$ cat src/rtl/pong_pkg.sv
// pong_pkg: shared state encoding and grid defaults for the pong game logic
package pong_pkg;
    typedef enum logic [1:0] {
        ST_IDLE    = 2'd0,
        ST_RUNNING = 2'd1,
        ST_P1_WON  = 2'd2,
        ST_P2_WON  = 2'd3
    } state_e;
    localparam int DEF_GAME_WIDTH  = 40;
    localparam int DEF_GAME_HEIGHT = 30;
    localparam int TILE_SIZE       = 16;
    localparam int DEF_CW          = $clog2(DEF_GAME_WIDTH);
    localparam int DEF_RW          = $clog2(DEF_GAME_HEIGHT);
endpackage

$ cat src/rtl/pong_paddle_ctrl.sv
// pong_paddle_ctrl: one paddle, stepped every PADDLE_SPEED clocks while exactly one switch is held
module pong_paddle_ctrl #(
    parameter int GAME_HEIGHT   = 30,
    parameter int PADDLE_HEIGHT = 6,
    parameter int PADDLE_SPEED  = 1250000,
    localparam int RW           = $clog2(GAME_HEIGHT)
) (
    input  logic          clk,
    input  logic          rst,
    input  logic          i_up,
    input  logic          i_dn,
    output logic [RW-1:0] o_y
);
    localparam int SCW = $clog2(PADDLE_SPEED + 1);
    localparam logic [SCW-1:0] S_TC = SCW'(PADDLE_SPEED - 1);
    localparam logic [RW-1:0] Y_MAX = RW'(GAME_HEIGHT - PADDLE_HEIGHT);
    localparam logic [RW-1:0] Y_RST = RW'((GAME_HEIGHT - PADDLE_HEIGHT) / 2);

    logic [SCW-1:0] cnt_q, cnt_d;
    logic [RW-1:0]  y_q, y_d;
    logic           move, tick;

    always_comb begin
        move  = i_up ^ i_dn;
        tick  = move && (cnt_q == S_TC);
        cnt_d = (!move || tick) ? '0 : cnt_q + SCW'(1);
        y_d   = !tick ? y_q :
                i_up  ? ((y_q == '0)    ? y_q : y_q - RW'(1)) :
                        ((y_q == Y_MAX) ? y_q : y_q + RW'(1));
    end

    always_ff @(posedge clk) begin
        if (rst) begin
            cnt_q <= '0;
            y_q   <= Y_RST;
        end else begin
            cnt_q <= cnt_d;
            y_q   <= y_d;
        end
    end

    assign o_y = y_q;
endmodule

$ cat src/rtl/pong_game_ctrl.sv
// pong_game_ctrl: pong game state, ball motion, paddle hits and scoring on a tile grid
module pong_game_ctrl
    import pong_pkg::*;
#(
    parameter int GAME_WIDTH    = DEF_GAME_WIDTH,
    parameter int GAME_HEIGHT   = DEF_GAME_HEIGHT,
    parameter int PADDLE_HEIGHT = 6,
    parameter int BALL_SPEED    = 1250000,
    parameter int PADDLE_SPEED  = 1250000,
    parameter int SCORE_LIMIT   = 9,
    localparam int CW           = $clog2(GAME_WIDTH),
    localparam int RW           = $clog2(GAME_HEIGHT)
) (
    input  logic          clk,
    input  logic          rst,
    input  logic          i_start,
    input  logic          i_p1_up,
    input  logic          i_p1_dn,
    input  logic          i_p2_up,
    input  logic          i_p2_dn,
    output logic [CW-1:0] o_ball_x,
    output logic [RW-1:0] o_ball_y,
    output logic [RW-1:0] o_p1_y,
    output logic [RW-1:0] o_p2_y,
    output logic [3:0]    o_p1_score,
    output logic [3:0]    o_p2_score,
    output logic [1:0]    o_state
);
    localparam int BCW = $clog2(BALL_SPEED + 1);
    localparam logic [BCW-1:0] B_TC   = BCW'(BALL_SPEED - 1);
    localparam logic [CW-1:0]  X_CTR  = CW'(GAME_WIDTH / 2);
    localparam logic [CW-1:0]  X_NEAR = CW'(GAME_WIDTH - 2);
    localparam logic [CW-1:0]  X_MAX  = CW'(GAME_WIDTH - 1);
    localparam logic [RW-1:0]  Y_CTR  = RW'(GAME_HEIGHT / 2);
    localparam logic [RW-1:0]  Y_MAX  = RW'(GAME_HEIGHT - 1);
    localparam logic [RW:0]    PH     = (RW + 1)'(PADDLE_HEIGHT);
    localparam logic [3:0]     LIMIT  = 4'(SCORE_LIMIT);

    state_e         state_q, state_d;
    logic [CW-1:0]  ball_x_q, ball_x_d;
    logic [RW-1:0]  ball_y_q, ball_y_d;
    logic           dx_q, dx_d, dy_q, dy_d;
    logic [BCW-1:0] cnt_q, cnt_d;
    logic [3:0]     p1_score_q, p1_score_d, p2_score_q, p2_score_d;
    logic [RW-1:0]  p1_y, p2_y;
    logic           tick, hit1, hit2, miss_l, miss_r;

    pong_paddle_ctrl #(
        .GAME_HEIGHT(GAME_HEIGHT), .PADDLE_HEIGHT(PADDLE_HEIGHT), .PADDLE_SPEED(PADDLE_SPEED)
    ) u_p1 (.clk(clk), .rst(rst), .i_up(i_p1_up), .i_dn(i_p1_dn), .o_y(p1_y));

    pong_paddle_ctrl #(
        .GAME_HEIGHT(GAME_HEIGHT), .PADDLE_HEIGHT(PADDLE_HEIGHT), .PADDLE_SPEED(PADDLE_SPEED)
    ) u_p2 (.clk(clk), .rst(rst), .i_up(i_p2_up), .i_dn(i_p2_dn), .o_y(p2_y));

    // one extra bit so paddle bottom row arithmetic cannot wrap
    assign hit1   = ({1'b0, ball_y_q} >= {1'b0, p1_y}) && ({1'b0, ball_y_q} < {1'b0, p1_y} + PH);
    assign hit2   = ({1'b0, ball_y_q} >= {1'b0, p2_y}) && ({1'b0, ball_y_q} < {1'b0, p2_y} + PH);
    assign tick   = (state_q == ST_RUNNING) && (cnt_q == B_TC);
    assign miss_l = tick && !dx_q && (ball_x_q == '0);
    assign miss_r = tick && dx_q && (ball_x_q == X_MAX);

    always_comb begin
        state_d    = state_q;
        ball_x_d   = ball_x_q;
        ball_y_d   = ball_y_q;
        dx_d       = dx_q;
        dy_d       = dy_q;
        cnt_d      = '0;
        p1_score_d = p1_score_q;
        p2_score_d = p2_score_q;
        if (state_q == ST_IDLE) begin
            ball_x_d = X_CTR;
            ball_y_d = Y_CTR;
            state_d  = i_start ? ST_RUNNING : ST_IDLE;
        end else if (state_q == ST_RUNNING) begin
            cnt_d = tick ? '0 : cnt_q + BCW'(1);
            if (tick) begin
                if ((ball_y_q == '0 && !dy_q) || (ball_y_q == Y_MAX && dy_q))
                    dy_d = !dy_q;
                else
                    ball_y_d = dy_q ? ball_y_q + RW'(1) : ball_y_q - RW'(1);
                if (!dx_q) begin
                    if (ball_x_q == CW'(1)) begin
                        if (hit1) dx_d = 1'b1;
                        else ball_x_d = '0;
                    end else if (ball_x_q != '0) begin
                        ball_x_d = ball_x_q - CW'(1);
                    end
                end else begin
                    if (ball_x_q == X_NEAR) begin
                        if (hit2) dx_d = 1'b0;
                        else ball_x_d = X_MAX;
                    end else if (ball_x_q != X_MAX) begin
                        ball_x_d = ball_x_q + CW'(1);
                    end
                end
                // serve goes toward whoever conceded
                if (miss_l || miss_r) begin
                    ball_x_d   = X_CTR;
                    ball_y_d   = Y_CTR;
                    dx_d       = miss_r;
                    p1_score_d = p1_score_q + 4'(miss_r);
                    p2_score_d = p2_score_q + 4'(miss_l);
                    state_d    = (p1_score_d == LIMIT) ? ST_P1_WON :
                                 (p2_score_d == LIMIT) ? ST_P2_WON : ST_IDLE;
                end
            end
        end else if (i_start) begin
            p1_score_d = '0;
            p2_score_d = '0;
            ball_x_d   = X_CTR;
            ball_y_d   = Y_CTR;
            state_d    = ST_RUNNING;
        end
    end

    always_ff @(posedge clk) begin
        if (rst) begin
            state_q    <= ST_IDLE;
            ball_x_q   <= X_CTR;
            ball_y_q   <= Y_CTR;
            dx_q       <= 1'b1;
            dy_q       <= 1'b1;
            cnt_q      <= '0;
            p1_score_q <= '0;
            p2_score_q <= '0;
        end else begin
            state_q    <= state_d;
            ball_x_q   <= ball_x_d;
            ball_y_q   <= ball_y_d;
            dx_q       <= dx_d;
            dy_q       <= dy_d;
            cnt_q      <= cnt_d;
            p1_score_q <= p1_score_d;
            p2_score_q <= p2_score_d;
        end
    end

    assign o_ball_x   = ball_x_q;
    assign o_ball_y   = ball_y_q;
    assign o_p1_y     = p1_y;
    assign o_p2_y     = p2_y;
    assign o_p1_score = p1_score_q;
    assign o_p2_score = p2_score_q;
    assign o_state    = state_q;
endmodule
$ cat config.mk
export PLATFORM = sky130hd
export DESIGN_NAME = pong_game_ctrl
export DESIGN_NICKNAME = d
export VERILOG_FILES = /design/src/rtl/pong_pkg.sv /design/src/rtl/pong_paddle_ctrl.sv /design/src/rtl/pong_game_ctrl.sv
export SDC_FILE = /design/constraint.sdc
export NUM_CORES = 1
export LEC_CHECK = 0
export ABC_AREA = 1
export CORE_ASPECT_RATIO = 0.6
export CORE_UTILIZATION = 50
export DETAILED_ROUTE_END_ITERATION = 12
export GPL_TIMING_DRIVEN = 1
export PLACE_DENSITY = 0.79
export SKIP_LAST_GASP = 1
export SLEW_MARGIN = 20
export SYNTH_ARGS = -nofsm -noshare
export SYNTH_HDL_FRONTEND = slang
export SYNTH_SLANG_ARGS = --single-unit
$ cat constraint.sdc
create_clock -name clk -period 2.3 [get_ports clk]
set_clock_uncertainty 0.15 [all_clocks]
set_input_delay 0.46 -clock clk [delete_from_list [all_inputs] [get_ports clk]]
set_output_delay 0.46 -clock clk [all_outputs]
set_load 0.02 [all_outputs]
* Word level (Yosys, flattened, before mapping) *
Index checks and enable logic that the tools add are counted.

word-level totals
  bits in registers = 96
  input bits = 7
  logic and storage cells = 144

operators by class
  add/sub/neg operators = 15
  order comparisons = 4
  equal/unequal tests = 26
  mux-type cells = 44
  bitwise logic cells = 4
  reduce and logical (&&, ||, !) cells = 39

operator list
  kind                   count
  $mux 6                 11
  $add 21x1->21 const B  3
  $eq 21x21->1 const B   3
  $mux 5                 12
  $mux 4                 7
  $add 5x1->5 const B    3
  $eq 5x5->1 const B     3
  $logic_not 5->1        3
  $reduce_and 3->1       5
  $sub 5x1->5 const B    3
  $mux 2                 7
  $add 5x3->6 const B    2
  $eq 6x6->1 const B     2
  $lt 5x6->1             2
  $logic_and 1x1->1      11
  $ge 5x5->1             2
  $ne 2x2->1 const B     5
  $ne 5x2->1 const B     2
  $ne 5x4->1 const B     2
  $add 4x1->4            2
  $eq 4x4->1 const B     2
  $reduce_and 4->1       2
  $mux 1                 7
  $add 6x1->6 const B    1
  19 further kinds       30

* Longest topological paths before layout *
  depth after elaboration = 12
  gate-level depth with buffers = 16
  mapped depth without buffers = 16

* Modules after synthesis *
Synthesis repeated with hierarchy kept, for this count alone.

unflattened totals
  cells, all modules = 914
  area total of the unflattened synthesis = 6317.3 µm²

by module, submodules not included
  module                    instances  cells an instance  area each (µm²)  seq. area each (µm²)
  pong_game_ctrl            1          488                3370.7           880.8
  pong_paddle_ctrl at u_p2  1          216                1493.9           520.5
  pong_paddle_ctrl at u_p1  1          210                1452.6           520.5

* Worst setup path after synthesis *
OpenSTA, ideal clock, no wires.

  path type = reg2reg
  start = register ball_x_q[0], in the netlist o_ball_x[0]
  end = register state_q[0], in the netlist o_state[0]
  library setup time = 0.070 ns
  arrival = 2.197 ns
  slack = -0.118 ns
  cell stages (with the launch flop) = 17
  buffers on the path = 0
  clock period less this slack = 2.418 ns
  cells stage by stage = dfxtp_1 -> inv_1 -> ha_1 -> nand2_1 -> nor3_4 -> inv_1 -> nor2_1 -> ha_1 -> ha_1 -> xor2_1 -> inv_1 -> nand2_1 -> nor2_1 -> nand2_1 -> a21oi_1 -> nand3_1 -> a21oi_1

between the ends
  word-level cells in the longest chain between the ends = 10
  elaborated cells between the ends (all ways) = 17

ends and longest elaborated chain
  item                    RTL line               source
  start, declared         pong_game_ctrl.sv:40   logic [CW-1:0] ball_x_q, ball_x_d;
  start signal, assigned  pong_game_ctrl.sv:130  ball_x_q <= ball_x_d;
  $logic_not 6->1         pong_game_ctrl.sv:60   assign miss_l = tick && !dx_q && (ball_x_q == '0);
  $logic_and 1x1->1       pong_game_ctrl.sv:60
  $add 4x1->4             pong_game_ctrl.sv:104  p2_score_d = p2_score_q + 4'(miss_l);
  $eq 4x4->1              pong_game_ctrl.sv:106  (p2_score_d == LIMIT) ? ST_P2_WON : ST_IDLE;
  $mux 2                  pong_game_ctrl.sv:106
  $mux 2                  pong_game_ctrl.sv:105  state_d = (p1_score_d == LIMIT) ? ST_P1_WON :
  $mux 2                  pong_game_ctrl.sv:99   if (miss_l || miss_r) begin
  $mux 2                  pong_game_ctrl.sv:78   if (tick) begin
  $mux 2                  pong_game_ctrl.sv:76   end else if (state_q == ST_RUNNING) begin
  $mux 2                  pong_game_ctrl.sv:72   if (state_q == ST_IDLE) begin
  end signal, assigned    pong_game_ctrl.sv:129  state_q <= state_d;
  end, declared           pong_game_ctrl.sv:39   state_e state_q, state_d;

Parallel ways exist; a longest one is shown, timed or not. The select of a mux whose other input is x is not followed.
A chain may end at the register's enable or synchronous reset.

* Worst setup path after layout *
Same ends and word-level chain as after synthesis.

==> results.tsv <==
metric	value	unit
drt-pass1-iter-count	5	
synth_area	0.00592	mm²
netlist_instances	843	
track_usage	24.4	%
maxSlewViolCount	0	
dieArea	0.0123	mm²
coreArea	0.0114	mm²
area_growth_syn_to_layout	28.3	%
synth.distinct_cells	41	
first_global_vias	5121	
clock_sinks	96	
cts_tree	yes	
clk_path_buf_depth	2	
start_util	51.9	%
drt_iter0_markers	346	
die_h	86.3	µm
violations	setup timing	
synth-seq-cells	96	
die_x	142	µm
final_nets	1003	
met3_length	934	µm
wire_per_inst	13.2	µm
drt-met1-wl	7420	µm
highest_layer	met4	
pre_cts_ws	-0.143	ns
status	finished, violations left	
synthTopCellsByArea	dfxtp_1, nand2_1, ha_1, nor2_1, nand3_1	
peakVddDrop	0.345	mV
syn_avg_cell_area	7.02	µm²
synth-seq-area-share	32.5	%
cp_max_fo	4	
worstMarginPinSlew	0.469	ns
place_hpwl	10700	µm
drive_above_1_share	20.2	%
worstPathCellList	inv_4 -> ha_4 -> nand2_4 -> nor3_4 -> inv_2 -> nor2_4 -> ha_4 -> nand3_2 -> xnor2_2 -> nand2_1 -> nor2_1 -> nand2_1 -> a21oi_2 -> nand3_1 -> a21oi_1	
layout_setup_ws	-0.0383	ns
worstPathRequired	2.43	ns
antenna_found_initial	0	
cpMaxStageDelayCell	dfxtp_4	
grt_setup_unrepaired	yes	
ys_warn_count	0	
grt_max_degree	22	
cp-end-kind	flop	
port_buffers	37	
final_antenna_net_count	0	
cts_buffers	9	
grt.overflow.total	0	
leakagePower	2.96	nW
synthFlopType	dfxtp_1	
path_buf_inv	2	
multi_input_area	0.00380	mm²
cp.arrival	2.47	ns
gp_congestion	0.889	
pwr_density_cell	461	mW/mm²
setup_violations	1	
crit_family	simple AND/OR/NAND/NOR gates	
mostFrequentLayoutCells	nand2_1, nor2_1, inv_1, dfxtp_1, buf_4	
fillers	959	
root_buffer	clkbuf_16	
drc	0	
dr_wl_met2	6270	µm
cts.clk_slew.worst_paths	0.07	ns
async_reset_ff_share	0	%
n_antenna_cell	0	
syn_nets	894	
layout_commonest_cell	nand2_1	
insertion_delay	0.35	ns
post-route-period-util	102	%
grt_first_pass_wirelength	23900	µm
detail_route.vias_per_cell	5.17	
max_cap_viol_count	0	
yosysTopAreaCell	dfxtp_1	
core.rowCount	30	
htreeDepth	3	
seqCellArea	0.00194	mm²
synth_top_cell_area_share	32.5	%
hold_class	flop to flop	
min_period	2.34	ns
cp-start-kind	flop	
routed_wl	14700	µm
slew_headroom	68.6	%
cp_slowest_stage_delay	0.36	ns
path_class	flop to flop	
ios	38	
fmax	428	MHz
hold_violations	0	
synth_edf_count	0	
num_vias	5774	
cts_hold_buffers	0	
finalSetupTns	-0.0383	ns
-- logic make-up after synthesis --
| family | share of synthesized area, % |
|---|---|
| AND/OR/NAND/NOR | 34.3 |
| buffers and inverters | 7.99 |
| AO/OA/AOI/OAI | 9.07 |
| flip-flops | 32.5 |
| XOR/XNOR | 6.51 |
| adder cells (fa/ha/maj) | 9.68 |
-- worst reg2reg max path: cells and delay by family (launching register included) --
| family | cells | cell delay, ns |
|---|---|---|
| AO/OA/AOI/OAI | 2 | 0.26 |
| XOR/XNOR | 1 | 0.19 |
| adder cells (fa/ha/maj) | 2 | 0.29 |
| buffers and inverters | 2 | 0.14 |
| flip-flops | 1 | 0.36 |
| AND/OR/NAND/NOR | 8 | 0.85 |
-- area by class of cell --
type / count / share of cell area, %
clock inverter: 5 / 0.445
sequential: 96 / 25.5
clock buffer: 10 / 3.15
timing repair buffer: 112 / 12.9
inverter: 106 / 5.27
multi-input combinational: 627 / 50.1
tap: 160 / 2.64
-- stage by stage --
step | total power [mW] | std cells | hold WS [ns] | area (µm²) | util, %
after floorplan | 1.95 | 843 | 0.268 | 5930 | -
after global placement | 2.08 | 1092 | 0.277 | 6950 | 60.9
after detailed placement | 2.09 | 1092 | 0.286 | 6950 | 60.9
after CTS | 3.50 | 1107 | 0.300 | 7250 | 63.5
after global routing | 3.62 | 1116 | 0.319 | 7590 | 66.5
final | 3.50 | 1116 | 0.297 | 7590 | 66.5
-- power breakdown --
group	internal, mW	switching (mW)
Combinational	0.157	0.234
Sequential	1.68	0.0181
Clock	0.755	0.661
Total	2.59	0.913
-- Yosys cell counts (2+ instances only) --
cell and instances:
o21bai_1 3, dfxtp_1 96, a21oi_1 59, o21ai_1 6
clkinv_1 3, inv_1 92, nor2_2 6, nor3b_1 10
nand2_1 166, nor3_2 8, a31oi_1 2, xnor2_1 11
or2_0 3, nor4_1 5, nand4_1 29, xor2_1 33
o21ai_0 18, nor3_1 20, buf_6 3, ha_1 41
nor2_1 108, nand3_1 73, inv_2 11, nand2_2 3
o211ai_1 4, fa_1 3, or2_2 4, clkbuf_1 10
-- per-layer routing --
metal | track usage [%] | vias to the layer above
li1 | - | 2987
met1 | 36.5 | 2628
met2 | 36.0 | 147
met3 | 4.64 | 12
met4 | 5.18 | 0
met5 | 0 | -
-- timing repair --
| item | in CTS | in global routing |
|---|---|---|
| hold endpoints to repair | 0 | 0 |
| resized for setup | 6 | 78 |
| buffers inserted | 0 | 9 |
| setup endpoints to repair | 4 | 22 |
| pin swaps | 2 | 36 |
-- worst paths after layout --
path | from | to | slack, ns | cells past startpoint
setup / recovery | o_ball_x[0] | o_state[0] | -0.04 | 15
setup reg to reg | o_ball_x[0] | o_state[0] | -0.04 | 15
hold reg to reg | u_p2.cnt_q[0] | u_p2.cnt_q[0] | 0.30 | 1
hold / removal | u_p2.cnt_q[0] | u_p2.cnt_q[0] | 0.30 | 1
-- flip-flops by register name, indices dropped and copies added, names as in the netlist --
signal and cells:
dy_q 1, o_ball_x 6, o_p1_score 4, u_p1.cnt_q 21, cnt_q 21, o_state 2, u_p2.o_y 5, u_p2.cnt_q 21
u_p1.o_y 5, dx_q 1, o_ball_y 5, o_p2_score 4
Power figures use the tool's default switching activity.
